### src/rtl/decode_imm_stage_pkg.sv
// Shared definitions for the decode/immediate stage: RV32I opcodes, the
// immediate-type encoding, the NOP default and the buffered entry format.
package decode_imm_stage_pkg;

  localparam logic [6:0] OP_LUI    = 7'b0110111;
  localparam logic [6:0] OP_AUIPC  = 7'b0010111;
  localparam logic [6:0] OP_JAL    = 7'b1101111;
  localparam logic [6:0] OP_JALR   = 7'b1100111;
  localparam logic [6:0] OP_LOAD   = 7'b0000011;
  localparam logic [6:0] OP_IMM    = 7'b0010011;
  localparam logic [6:0] OP_STORE  = 7'b0100011;
  localparam logic [6:0] OP_BRANCH = 7'b1100011;

  localparam logic [31:0] NOP_IR_DEFAULT = 32'h00000013;

  typedef enum logic [2:0] {
    SEL_NONE = 3'd0,
    SEL_I    = 3'd1,
    SEL_S    = 3'd2,
    SEL_B    = 3'd3,
    SEL_U    = 3'd4,
    SEL_J    = 3'd5
  } imm_sel_e;

  typedef struct packed {
    logic [31:0] ir;
    logic [31:0] pc;
    logic [31:0] imm;
    imm_sel_e    sel;
    logic [31:0] target;
  } entry_t;

  // Value every entry slot holds when it carries no instruction.
  function automatic entry_t nop_entry(input logic [31:0] nop_ir);
    entry_t e;
    e.ir     = nop_ir;
    e.pc     = 32'h0;
    e.imm    = 32'h0;
    e.sel    = SEL_NONE;
    e.target = 32'h0;
    return e;
  endfunction

endpackage

### src/rtl/decode_imm_stage_imm_type_decode.sv
// Combinational RV32I immediate extraction: classifies the opcode and forms
// the sign/zero-extended immediate for that format.
module imm_type_decode
  import decode_imm_stage_pkg::*;
(
  input  logic [31:0] i_ir,
  output logic [31:0] o_imm,
  output imm_sel_e    o_sel
);

  always_comb begin
    // NOTE: defaults first so every path assigns both outputs and no latch is inferred.
    o_imm = 32'h0;
    o_sel = SEL_NONE;
    unique case (i_ir[6:0])
      OP_LUI, OP_AUIPC: begin
        o_sel = SEL_U;
        o_imm = {i_ir[31:12], 12'b0};
      end
      OP_JAL: begin
        o_sel = SEL_J;
        o_imm = {{12{i_ir[31]}}, i_ir[19:12], i_ir[20], i_ir[30:21], 1'b0};
      end
      OP_JALR, OP_LOAD, OP_IMM: begin
        o_sel = SEL_I;
        o_imm = {{20{i_ir[31]}}, i_ir[31:20]};
      end
      OP_STORE: begin
        o_sel = SEL_S;
        o_imm = {{20{i_ir[31]}}, i_ir[31:25], i_ir[11:7]};
      end
      OP_BRANCH: begin
        o_sel = SEL_B;
        o_imm = {{20{i_ir[31]}}, i_ir[7], i_ir[30:25], i_ir[11:8], 1'b0};
      end
      default: ;
    endcase
  end

endmodule

### src/rtl/decode_imm_stage.sv
// Decode stage with a two-entry in-order skid buffer; immediate, type and
// branch target are formed on the input side and travel with each entry.
module decode_imm_stage
  import decode_imm_stage_pkg::*;
#(
  parameter logic [31:0] NOP_IR = NOP_IR_DEFAULT
) (
  input  logic        CLK,
  input  logic        RST,
  input  logic        flush,
  input  logic        in_valid,
  output logic        in_ready,
  input  logic [31:0] in_ir,
  input  logic [31:0] in_pc,
  output logic        out_valid,
  input  logic        out_ready,
  output logic [31:0] out_ir,
  output logic [31:0] out_pc,
  output logic [31:0] out_imm,
  output logic [2:0]  out_imm_sel,
  output logic [31:0] out_target,
  output logic [15:0] stall_cnt
);

  localparam logic [1:0] ST_EMPTY = 2'd0;
  localparam logic [1:0] ST_HOLD  = 2'd1;
  localparam logic [1:0] ST_SKID  = 2'd2;

  logic [1:0]  r_state;
  entry_t      r_head;
  entry_t      r_skid;
  logic [15:0] r_stall_cnt;

  logic [31:0] w_imm;
  imm_sel_e    w_sel;
  entry_t      w_in_entry;
  logic        w_accept;
  logic        w_retire;

  imm_type_decode u_imm_type_decode (
    .i_ir  (in_ir),
    .o_imm (w_imm),
    .o_sel (w_sel)
  );

  always_comb begin
    w_in_entry.ir     = in_ir;
    w_in_entry.pc     = in_pc;
    w_in_entry.imm    = w_imm;
    w_in_entry.sel    = w_sel;
    w_in_entry.target = in_pc + w_imm;
  end

  assign in_ready  = (r_state != ST_SKID) && !RST;
  assign out_valid = (r_state == ST_HOLD) || (r_state == ST_SKID);
  assign w_accept  = in_valid && in_ready;
  assign w_retire  = out_valid && out_ready;

  // Head slot is reloaded with the NOP entry whenever the buffer empties,
  // so the outputs need no mux on state.
  always_ff @(posedge CLK) begin
    if (RST) begin
      r_state     <= ST_EMPTY;
      r_head      <= nop_entry(NOP_IR);
      r_skid      <= nop_entry(NOP_IR);
      r_stall_cnt <= 16'h0;
    end else begin
      if (out_valid && !out_ready && (r_stall_cnt != 16'hFFFF))
        r_stall_cnt <= r_stall_cnt + 16'd1;
      if (flush) begin
        r_state <= ST_EMPTY;
        r_head  <= nop_entry(NOP_IR);
        r_skid  <= nop_entry(NOP_IR);
      end else begin
        case (r_state)
          ST_EMPTY: if (w_accept) begin
            r_head  <= w_in_entry;
            r_state <= ST_HOLD;
          end
          ST_HOLD: begin
            if (w_accept && w_retire) begin
              r_head <= w_in_entry;
            end else if (w_accept) begin
              r_skid  <= w_in_entry;
              r_state <= ST_SKID;
            end else if (w_retire) begin
              r_head  <= nop_entry(NOP_IR);
              r_state <= ST_EMPTY;
            end
          end
          ST_SKID: if (w_retire) begin
            r_head  <= r_skid;
            r_skid  <= nop_entry(NOP_IR);
            r_state <= ST_HOLD;
          end
          default: begin
            r_state <= ST_EMPTY;
            r_head  <= nop_entry(NOP_IR);
            r_skid  <= nop_entry(NOP_IR);
          end
        endcase
      end
    end
  end

  assign out_ir      = r_head.ir;
  assign out_pc      = r_head.pc;
  assign out_imm     = r_head.imm;
  assign out_imm_sel = r_head.sel;
  assign out_target  = r_head.target;
  assign stall_cnt   = r_stall_cnt;

endmodule

### config.mk
export PLATFORM = sky130hd
export DESIGN_NAME = decode_imm_stage
export DESIGN_NICKNAME = d
export VERILOG_FILES = /design/src/rtl/decode_imm_stage_pkg.sv /design/src/rtl/decode_imm_stage_imm_type_decode.sv /design/src/rtl/decode_imm_stage.sv
export SDC_FILE = /design/constraint.sdc
export NUM_CORES = 1
export LEC_CHECK = 0
export ABC_AREA = 1
export CAP_MARGIN = 20
export CORE_UTILIZATION = 40
export DETAILED_ROUTE_END_ITERATION = 16
export DONT_BUFFER_PORTS = 1
export GPL_TIMING_DRIVEN = 0
export PLACE_DENSITY = 0.51
export RECOVER_POWER = 50
export SYNTH_ARGS = -nofsm -noshare
export SYNTH_HDL_FRONTEND = slang
export SYNTH_SLANG_ARGS = --single-unit
export TNS_END_PERCENT = 1
### constraint.sdc
create_clock -name CLK -period 3.8 [get_ports CLK]
set_clock_uncertainty 0.1 [all_clocks]
set_input_delay 0.19 -clock CLK [delete_from_list [all_inputs] [get_ports CLK]]
set_output_delay 0.19 -clock CLK [all_outputs]
set_load 0.01 [all_outputs]
## After elaboration in Yosys (flattened, before gate mapping)

Index checks and enable logic that the tools add are counted.
W data, S select, Z words.

| storage, ports and cells | value |
|---|---|
| input port bits | 69 |
| word-level logic and storage cells | 66 |
| bits in registers | 280 |

| operators by class | value |
|---|---|
| eq/ne operators | 19 |
| muxes and demuxes | 16 |
| add/sub/neg operators | 2 |
| bitwise gates (word level) | 1 |
| reduce and logical (&&, ||, !) cells | 16 |

Operators by type and width:

| kind | count |
|---|---|
| $mux W131 | 6 |
| $pmux W131 S3 | 2 |
| $pmux W32 S5 | 1 |
| $add A32 B32 Y32 | 1 |
| $eq A7 B7 Y1 const B | 3 |
| $add A16 B1 Y16 const B | 1 |
| $ne A16 B16 Y1 const B | 1 |
| $pmux W3 S5 | 1 |
| $eq A7 B5 Y1 const B | 2 |
| $eq A7 B6 Y1 const B | 2 |
| $reduce_and A4 Y1 | 3 |
| $mux W2 | 5 |
| $ne A2 B2 Y1 const B | 5 |
| $eq A7 B2 Y1 const B | 1 |
| $logic_and A1 B1 Y1 | 6 |
| $ne A3 B2 Y1 const B | 2 |
| $pmux W2 S3 | 1 |
| $reduce_or A2 Y1 | 2 |
| $ne A3 B3 Y1 const B | 1 |
| $reduce_or A3 Y1 | 1 |
| $eq A2 B1 Y1 const B | 1 |
| $eq A2 B2 Y1 const B | 1 |
| $logic_not A1 Y1 | 2 |
| $logic_not A2 Y1 | 1 |
| 2 further kinds | 2 |

## Depth between registers and ports, before layout

Gate-level depths: netlist of the first run.

| logic depth | value |
|---|---|
| depth in word-level cells | 7 |
| depth in mapped cells | 25 |
| gate-level depth less buffers | 24 |

## Modules after synthesis

A second synthesis of the first run with hierarchy kept.

| second synthesis, totals | value |
|---|---|
| cells, all modules | 2,094 |
| area, all modules | 14,398.8 um^2 |

Modules (own cells, without submodules):

| module | sequential area each (um^2) | times used | cells each | area an instance (um^2) |
|---|---|---|---|---|
| decode_imm_stage | 5,605.4 | 1 | 1,958 | 13,735.7 |
| imm_type_decode | 0.0 | 1 | 136 | 663.1 |

## Least setup slack after synthesis of the first run

OpenSTA, ideal clock, no wires.

| timing path | value |
|---|---|
| path kind | input port to flip-flop |
| start point | input in_ir[2] |
| end point | register r_head, in the netlist out_target[22] |
| slack | 1.004 ns |
| stages | 23 |
| data required time | 3.568 ns |
| buffers on the path | 0 |
| setup time | 0.132 ns |
| data arrival time | 2.564 ns |
| path through | nor2_1 nand2_1 nor4_1 nand2_1 o21a_1 inv_1 ha_1 inv_1 fa_1 inv_1 nand3_1 nand2_1 nand2_1 nand2_1 nand3_1 nand2_1 nand2_1 nand2_1 nand2_1 nand3_1 nand2_1 nand2_1 a21oi_1 |

| between the ends | value |
|---|---|
| word-level cells in the longest chain between the ends | 6 |
| elaborated cells between the ends (all ways) | 15 |
| those cells by class | add/sub: 1; eq/ne: 8; mux: 4; reduce/logical: 2 |

RTL lines:

| element | line | source |
|---|---|---|
| from (decl) | decode_imm_stage.sv:13 | `input logic [31:0] in_ir,` |
| $eq A7 B7 Y1 (tied with other cells) | decode_imm_stage_imm_type_decode.sv:15 | `unique case (i_ir[6:0])` |
| $reduce_or A3 Y1 or $reduce_or A2 Y1 (tied branches) | decode_imm_stage_imm_type_decode.sv:15 |  |
| $pmux W32 S5 * | decode_imm_stage_imm_type_decode.sv:15 |  |
| $add A32 B32 Y32 * | decode_imm_stage.sv:51 | `w_in_entry.target = in_pc + w_imm;` |
| $mux W131 (on tied branches) | decode_imm_stage.sv:81, decode_imm_stage.sv:76 |  |
| $pmux W131 S3 * | decode_imm_stage.sv:75 | `case (r_state)` |
| to (signal assigned) | decode_imm_stage.sv:77 | `r_head <= w_in_entry;` |
| to (signal assigned) | decode_imm_stage.sv:82 | `r_head <= w_in_entry;` |
| to (signal assigned) | decode_imm_stage.sv:87 | `r_head <= nop_entry(NOP_IR);` |
| to (decl) | decode_imm_stage.sv:30 | `entry_t r_head;` |

Mark *: on every way between the ends. The rest lies on a longest branch, timed or not. The select of a mux whose other input is x is not followed.
A chain may end at the register's enable or synchronous reset.

## Final worst setup path of the first run

| timing path | value |
|---|---|
| start point | register r_state[0] |
| end point | register r_skid[103] (netlist name) |

| between the ends | value |
|---|---|
| word-level cells in the longest chain between the ends | 6 |
| elaborated cells between the ends (all ways) | 15 |
| those cells by class | eq/ne: 6; mux: 1; bitwise: 1; reduce/logical: 7 |

RTL lines:

| element | line | source |
|---|---|---|
| from (decl) | decode_imm_stage.sv:29 | `logic [1:0] r_state;` |
| from (signal assigned) | decode_imm_stage.sv:63 | `r_state <= ST_EMPTY;` |
| from (signal assigned) | decode_imm_stage.sv:71 | `r_state <= ST_EMPTY;` |
| from (signal assigned) | decode_imm_stage.sv:78 | `r_state <= ST_HOLD;` |
| $ne A2 B2 Y1 * | decode_imm_stage.sv:54 | `assign in_ready = (r_state != ST_SKID) && !RST;` |
| $logic_and A1 B1 Y1 * | decode_imm_stage.sv:54 |  |
| named net in_ready | decode_imm_stage.sv:12 | `output logic in_ready,` |
| $logic_and A1 B1 Y1 * | decode_imm_stage.sv:56 | `assign w_accept = in_valid && in_ready;` |
| $logic_and A1 B1 Y1 | decode_imm_stage.sv:81 | `if (w_accept && w_retire) begin` |
| $ne A2 B2 Y1 (no line) | -- |  |
| $reduce_and A4 Y1 (no line) * | -- |  |
| to (signal assigned) | decode_imm_stage.sv:65 | `r_skid <= nop_entry(NOP_IR);` |
| to (signal assigned) | decode_imm_stage.sv:84 | `r_skid <= w_in_entry;` |
| to (signal assigned) | decode_imm_stage.sv:93 | `r_skid <= nop_entry(NOP_IR);` |
| to (decl) | decode_imm_stage.sv:31 | `entry_t r_skid;` |

Mark *: on every way through the listed nets, which the timed path passes. The rest lies on a longest branch.

==> results.yml, run 1 <==
clocking:
  cts_buffers: 34
  cts_setup_buffers: 0
  cts-root-buf: "clkbuf_16"
  cts_tree: "yes"
  cts.clk_slew.worst_paths_ns: 0.06
  numClockSinks: 280
  clockBufferDepth: 3
  htree_levels: 2
  clk_latency_ns: 0.54
synthesis:
  yosys.cell_types.count: 44
  synth_ff_type: "dfxtp_1"
  synth-xor-area-share_pct: 0.8114
  syn_area_mm2: 0.01403
  syn_nets: 2131
  yosys.area_share.simple_pct: 26.30
  synthMuxAreaShare_pct: 0
  synthCells: 2021
  async_flop_share_pct: 0
  synth_top_family_by_area: "simple AND/OR/NAND/NOR gates"
  synth-seq-cells: 280
  seq_area_frac_synth_pct: 39.95
  synth_compound_area_share_pct: 20.56
  synth_top_area_cell: "dfxtp_1"
  synth_edf_count: 0
  synthAdderAreaFrac_pct: 3.709
  yosys.area.top_type_share_pct: 39.95
  syn_avg_cell_area_um2: 6.943
  yosys_warnings: 0
  synthTopCellsByArea: "dfxtp_1 (40%), nand2_1 (18%), a21oi_1 (9.8%), inv_1 (4.1%), ha_1 (3.6%)"
placement:
  dp_slack_ns: -0.2025
  gp_congestion: 0.9248
  io_buffers: 0
  dp_hpwl_um: 42260
job:
  drv_cap: 0
sta:
  hold_ws_ns: -0.009641
  grt_setup_unrepaired: "true"
  setup_ws_ns: 0.1134
  hold_viol_final: 1
  fin_setup_tns_ns: 0
  setup_viol: 0
  fin_crit_ns: 3.687
  period_share_pct: 97.01
  fmax_ghz: 0.2713
  slew_violations: 0
  worstMarginPinSlew_ns: 1.155
  max-slew-margin-rel_pct: 23.00
power_and_ir_drop:
  design_power_total_mw: 7.326
  ir_drop_v: 0.0004813
  p_leak_nw: 6.609
  power_density_mw_per_mm2: 443.1
global_route:
  grt_usage_pct: 30.02
  grt_pass1_wl_um: 80500
  grt_overflow: 0
  antenna_found_initial: 2
  grt_pass1_vias: 13083
  grt_max_degree: 13
layout:
  syn_to_final_growth_pct: 17.83
  diodes: 0
  layout-drive-gt1-share_pct: 6.577
  num-fill-cells: 3677
  nets: 2248
  utilization_pct: 47.87
setup_path:
  cp_slowest_cell: "dlygate4sd3_1"
  r2r_cells: 17
  required_ns: 4.12
  r2r_start: "r_state[0]$_SDFFE_PP0P_"
  crit_type: "flop to flop"
  crit_path_cell_trace: "inv_1 > ha_1 > buf_2 > nor2_4 > nand2_2 > inv_2 > nand2_2 > nor2_4 > nor2_8 > nand2_4 > buf_6 > inv_2 > buf_6 > o22ai_1 > dlygate4sd3_1 > nand2_1 > dlygate4sd3_1"
  slowest_delay_ns: 0.58
  r2r_setup_slack_ns: 0.11
  crit_fanout: 10
  arrival_ns: 4.01
  crit_path_end_kind: "flop"
  r2r_end: "r_skid[103]$_SDFFE_PP1P_"
  crit_path_start_kind: "flop"
run_status:
  outcome: "finished with violations"
  violations: "hold timing"
die:
  die_area_mm2: 0.03583
  initial_core_util_pct: 40.62
  num_rows: 68
  coreArea_mm2: 0.03454
  die_x_um: 189.3
  io_pins: 218
  dieHeight_um: 189.3
hold_path:
  holdPathStages: 4
  hold_end: "r_skid[55]$_SDFFE_PP0P_"
  hp-class: "primary input to flop"
  hold_path_startpoint: "in_ir[20]"
route:
  drt-total-wl_um: 54510
  vias_per_cell: 5.381
  antenna_left: 0
  drt_iter0_drc: 1135
  drcViolationCount: 0
  drt_first_pass_iters: 5
  vias: 14067
  wl_per_cell_um: 20.85
==> final cells by class <==
class | instances | area (um2) | share of cell area (%)
clock inverters | 8 | 72.57 | 0.4389
clock buffers | 49 | 998.5 | 6.039
well taps | 455 | 569.3 | 3.443
inverters | 161 | 604.3 | 3.655
multi-input cells | 1465 | 7262 | 43.92
flip-flops and latches | 280 | 5605 | 33.90
repair buffers | 81 | 810.8 | 4.904
plain buffers | 115 | 611.8 | 3.700
==> worst max-delay path: cells and delay by family (launching register included) <==
family	cells	cell delay, ns
AOI/OAI and AO/OA	1	0.16
adders and majority gates	1	0.19
buffers and inverters	8	1.91
DFF	1	0.37
and+or+nand+nor	7	0.86
==> Yosys cell counts (all sizes together) (40+ instances only) <==
cell type,instances
a21oi,276
a22o,56
a22oi,50
buf,60
clkbuf,55
dfxtp,280
ha,40
inv,161
nand2,664
nand3,79
nor2,137
o21ai,79
==> power by group <==
group	total (mW)	internal [mW]	switching (mW)
registers	3.05	2.99	0.0570
clock network	3.18	1.89	1.29
logic	1.10	0.333	0.770
==> worst max-delay path by stage <==
stage,start,end,slack (ns),cells after the start
after detailed placement,in_ir[1],out_target[18]$_SDFFE_PP0P_,-0.20,20
after global placement,in_ir[1],out_target[18]$_SDFFE_PP0P_,-0.21,20
after CTS,in_ir[5],out_target[18]$_SDFFE_PP0P_,0.007,19
after global routing,r_state[0]$_SDFFE_PP0P_,r_skid[103]$_SDFFE_PP1P_,-0.03,17
final,r_state[0]$_SDFFE_PP0P_,r_skid[103]$_SDFFE_PP1P_,0.11,17
after floorplan,in_ir[2],out_target[22]$_SDFFE_PP0P_,1.00,23
==> state kept, by name, indices dropped and copies added (netlist names) <==
| name | flops |
|---|---|
| out_ir | 32 |
| out_imm_sel | 3 |
| out_imm | 32 |
| stall_cnt | 16 |
| out_pc | 32 |
| r_state | 2 |
| out_target | 32 |
| r_skid | 131 |
==> logic make-up after synthesis <==
group	Yosys count
simple gates	918
compound gates	493
flops	280
buf+inv	276
fa+ha+maj	41
xor+xnor	13
==> placed cells by master, fill, tap and decap left out, types with 2 or more instances in the layout <==
cell | synthesis | final
nand2_1 | 661 | 660
dfxtp_1 | 280 | 280
a21oi_1 | 275 | 269
inv_1 | 155 | 155
nor2_1 | 132 | 129
dlygate4sd3_1 | 0 | 81
nand3_1 | 78 | 78
o21ai_0 | 70 | 70
clkbuf_1 | 55 | 62
a22o_1 | 56 | 56
a22oi_1 | 50 | 50
ha_1 | 40 | 39
clkbuf_16 | 0 | 35
buf_2 | 30 | 30
buf_4 | 18 | 18
nand4_1 | 11 | 11
o22ai_1 | 11 | 11
buf_6 | 10 | 10
nor3_1 | 11 | 9
o21ai_1 | 9 | 9
o21bai_1 | 8 | 8
a21oi_2 | 1 | 7
xnor2_1 | 7 | 7
clkbuf_8 | 0 | 7
inv_2 | 6 | 6
xor2_1 | 6 | 6
clkinv_2 | 0 | 5
nor2_2 | 1 | 4
o21a_1 | 4 | 4
or2_2 | 4 | 4
nand3b_1 | 4 | 4
nand2_2 | 2 | 3
nor2_4 | 3 | 3
nor4_1 | 4 | 3
a2bb2oi_1 | 3 | 3
a2111oi_0 | 3 | 3
nor3_2 | 0 | 2
buf_1 | 2 | 2
==> stage by stage <==
step	area (um2)	std cells	hold slack, ns
final	16530	2614	-0.009641
after global routing	16530	2614	0.02116
after CTS	16450	2611	0.003280
after detailed placement	14600	2476	0.1645
after global placement	14600	2476	0.1621
after floorplan	14030	2021	0.1612
==> routing by layer <==
metal  wire length (um)  vias up  track usage [%]
met1              24890     6615            41.03
met2              24500      486            48.42
met5                  0        -                0
li1                   -     6890                -
met3               3891       76            5.690
met4               1232        0            7.444
==> what timing repair did <==
action / in CTS / in global routing
setup endpoints to repair: 0 / 22
gates resized for setup: 0 / 14
hold buffers: 78 / 3
hold endpoints to repair: 175 / 3
(Power assumes the default switching activity.)
==> inputs of run 2 (changes only) <==
--- a/config.mk
+++ b/config.mk
@@ -15,5 +15,6 @@
 export RECOVER_POWER = 50
 export SYNTH_ARGS = -nofsm -noshare
 export SYNTH_HDL_FRONTEND = slang
+export SYNTH_HIERARCHICAL = 1
 export SYNTH_SLANG_ARGS = --single-unit
 export TNS_END_PERCENT = 1
==> run 2 against run 1 <==
Synthesized area is 2.6% higher. Combinational power decreased by 30%. Die area increased by 2.6%. Highest routed layer unchanged. The run now ends clean. First-iteration DRC count fell by 3.3%. Largest power group unchanged. Power is 5.5% lower. Final area grew 0.92%. Core utilization is 0.84 points lower.
==> results.yml, run 2 <==
run_status:
  outcome: "finished clean"
die:
  coreArea_mm2: 0.03548
  dieHeight_um: 191.7
  num_rows: 69
  initial_core_util_pct: 40.58
  die_x_um: 191.7
  die_area_mm2: 0.03676
  io_pins: 218
synthesis:
  async_flop_share_pct: 0
  synth_edf_count: 0
  synth-seq-cells: 280
  yosysMostFrequentCell: "nand2_1"
  yosys.area.top_type_share_pct: 38.93
  ys_top_cells_by_count: "nand2_1 (737), dfxtp_1 (280), a21oi_1 (252), inv_1 (167), nand3_1 (116)"
  synthCells: 2094
  synth_ff_type: "dfxtp_1"
  seq_area_frac_synth_pct: 38.93
  yosys_warnings: 6
  yosys.cell_types.count: 35
  synth_top_area_cell: "dfxtp_1"
  synthTopCellsByArea: "dfxtp_1 (39%), nand2_1 (19%), a21oi_1 (8.8%), a22o_1 (6.0%), inv_1 (4.4%)"
  syn_area_mm2: 0.01440
  syn_avg_cell_area_um2: 6.876
  syn_nets: 2201
clocking:
  clk_latency_ns: 0.54
  clockBufferDepth: 3
  cts.clk_slew.worst_paths_ns: 0.06
  cts_resized: 0
  cts_setup_buffers: 0
  cts_buffers: 34
  htree_levels: 2
  hold_buffers: 68
  cts-root-buf: "clkbuf_16"
  numClockSinks: 280
  cts_tree: "yes"
power_and_ir_drop:
  power_density_mw_per_mm2: 414.8
  p_clk_share_pct: 45.3
  ir_drop_v: 0.0003086
  power.switching_mw: 1.858
  seqPwrFrac_pct: 43.5
  p_leak_nw: 6.876
  internal_power_mw: 5.064
  power_frac_comb_pct: 11.1
  design_power_total_mw: 6.922
  switching_share_pct: 26.85
layout:
  nets: 2305
  layout-drive-gt1-share_pct: 5.631
  num-fill-cells: 3715
  layout_commonest_cell: "nand2_1"
  final_cell_mix: "nand2_1 (739), dfxtp_1 (280), a21oi_1 (252)"
  largest_register: "r_skid"
  largest_reg_flops: 131
  syn_to_final_growth_pct: 15.88
  fin_area_mm2: 0.01669
route:
  drcViolationCount: 0
  vias: 14235
  antenna_left: 0
  wl_per_cell_um: 19.39
  drt-total-wl_um: 52010
  vias_per_cell: 5.308
  drt_first_pass_iters: 5
  drt_iter0_drc: 1097
sta:
  grt_setup_unrepaired: "false"
  fin_setup_tns_ns: 0
  worstMarginPinSlew_ns: 1.114
  period_share_pct: 89.85
  hold_viol_final: 0
  slew_violations: 0
  fmax_ghz: 0.2929
  setup_ws_ns: 0.3858
  fin_crit_ns: 3.414
  max-slew-margin-rel_pct: 25.76
  setup_viol: 0
global_route:
  grt_pass1_vias: 13240
  antenna_found_initial: 1
  grt_overflow: 0
  grt_pass1_wl_um: 77700
  grt_usage_pct: 27.98
  grt_max_degree: 14
setup_path:
  slowest_delay_ns: 0.61
  startpoint: "in_ir[2]"
  crit_top_cell: "nand3_1"
  crit_path_cell_trace: "dlygate4sd3_1 > nor2_1 > nand3_1 > nand2_2 > buf_4 > nand2_1 > nand3_1 > inv_1 > fa_1 > inv_1 > nand3_1 > nand3_1 > nand3_1 > nand3_1 > nand2_1 > nand2_1 > nand2_1 > nand3_1 > nand2_1 > nand2_1 > a21oi_1"
  crit_type: "primary input to flop"
  crit_path_start_kind: "primary input"
  required_ns: 4.09
  arrival_ns: 3.70
  cp_slowest_cell: "dlygate4sd3_1"
  r2r_start: "r_state[0]$_SDFFE_PP0P_"
  crit_path_end_kind: "flop"
  crit_fanout: 10
placement:
  postPlaceCellArea_mm2: 0.01498
  dp_slack_ns: 0.3704
  dp_hpwl_um: 39600
  io_buffers: 0
  gp_congestion: 0.9623
hold_path:
  hold_path_startpoint: "in_pc[1]"
  hp-class: "primary input to flop"
job:
  drv_cap: 0
==> run 2: cell count changes after synthesis, sizes merged, moves of 6 or more <==
cell / previous run / this run
inv: 161 / 172
nand3: 79 / 117
o21ai: 79 / 30
nand4: 11 / 26
buf: 60 / 66
nor2: 137 / 119
o22ai: 11 / 0
nand2: 664 / 744
a22o: 56 / 98
a21oi: 276 / 252
==> run 2: routing by layer <==
layer	GRT usage, %	vias to the layer above	share of wire [%]
met4	7.204	0	2.2
met3	5.061	71	7.0
met5	0	-	0
met1	37.13	6630	45
li1	-	7096	-
met2	46.46	438	46
==> run 2: worst max-delay path, delay by kind of cell <==
| family | cells | cell delay (ns) |
|---|---|---|
| AOI/OAI and AO/OA | 1 | 0.06 |
| adders and majority gates | 1 | 0.48 |
| buffers and inverters | 4 | 1.15 |
| and+or+nand+nor | 15 | 1.81 |
==> run 2: stage by stage <==
stage               hold slack [ns]  std cells  utilization [%]
global placement             0.1656       2555            42.21
floorplan                    0.1624       2094                -
CTS                        0.008331       2681            47.11
global route                0.04597       2681            47.02
finish                     0.001625       2682            47.03
detailed placement           0.1675       2555            42.21
==> run 2: layout make-up <==
cell class              instances  area (um2)  area share, %
inverters                     172       645.6          3.869
well taps                     461       576.8          3.457
diodes                          1       2.502        0.01500
multi-input cells            1518        7467          44.75
flip-flops and latches        280        5605          33.59
plain buffers                 124       649.4          3.892
clock buffers                  49       957.2          5.736
repair buffers                 68       680.7          4.079
clock inverters                 9       101.3         0.6074
==> run 2: power by group through the flow <==
| stage | Sequential [mW] | Clock [mW] | Combinational [mW] |
|---|---|---|---|
| global placement | 3.08 | 0 | 0.689 |
| CTS | 3.01 | 3.20 | 0.773 |
| floorplan | 3.07 | 0 | 0.485 |
| global route | 3.02 | 3.30 | 0.846 |
| finish | 3.01 | 3.14 | 0.770 |
| detailed placement | 3.08 | 0 | 0.691 |
==> run 2: worst paths after layout <==
kind	endpoint	slack (ns)	cells after the start
worst min-delay path	out_pc[1]$_SDFFE_PP0P_	0.002	4
worst max-delay path	out_target[28]$_SDFFE_PP0P_	0.39	21
worst max register to register	r_skid[123]$_SDFFE_PP0P_	0.41	12
worst min register to register	r_skid[44]$_SDFFE_PP0P_	0.36	2
==> run 2: logic make-up (layout without fill, tap and decap cells) <==
family / Yosys count / count (layout) / synth area share, %
simple gates: 1027 / 1027 / 28.97
compound gates: 438 / 438 / 18.80
buf+inv: 296 / 422 / 9.037
flops: 280 / 280 / 38.93
fa+ha+maj: 38 / 38 / 3.354
xor+xnor: 15 / 15 / 0.9124
other cells: 0 / 1 / 0
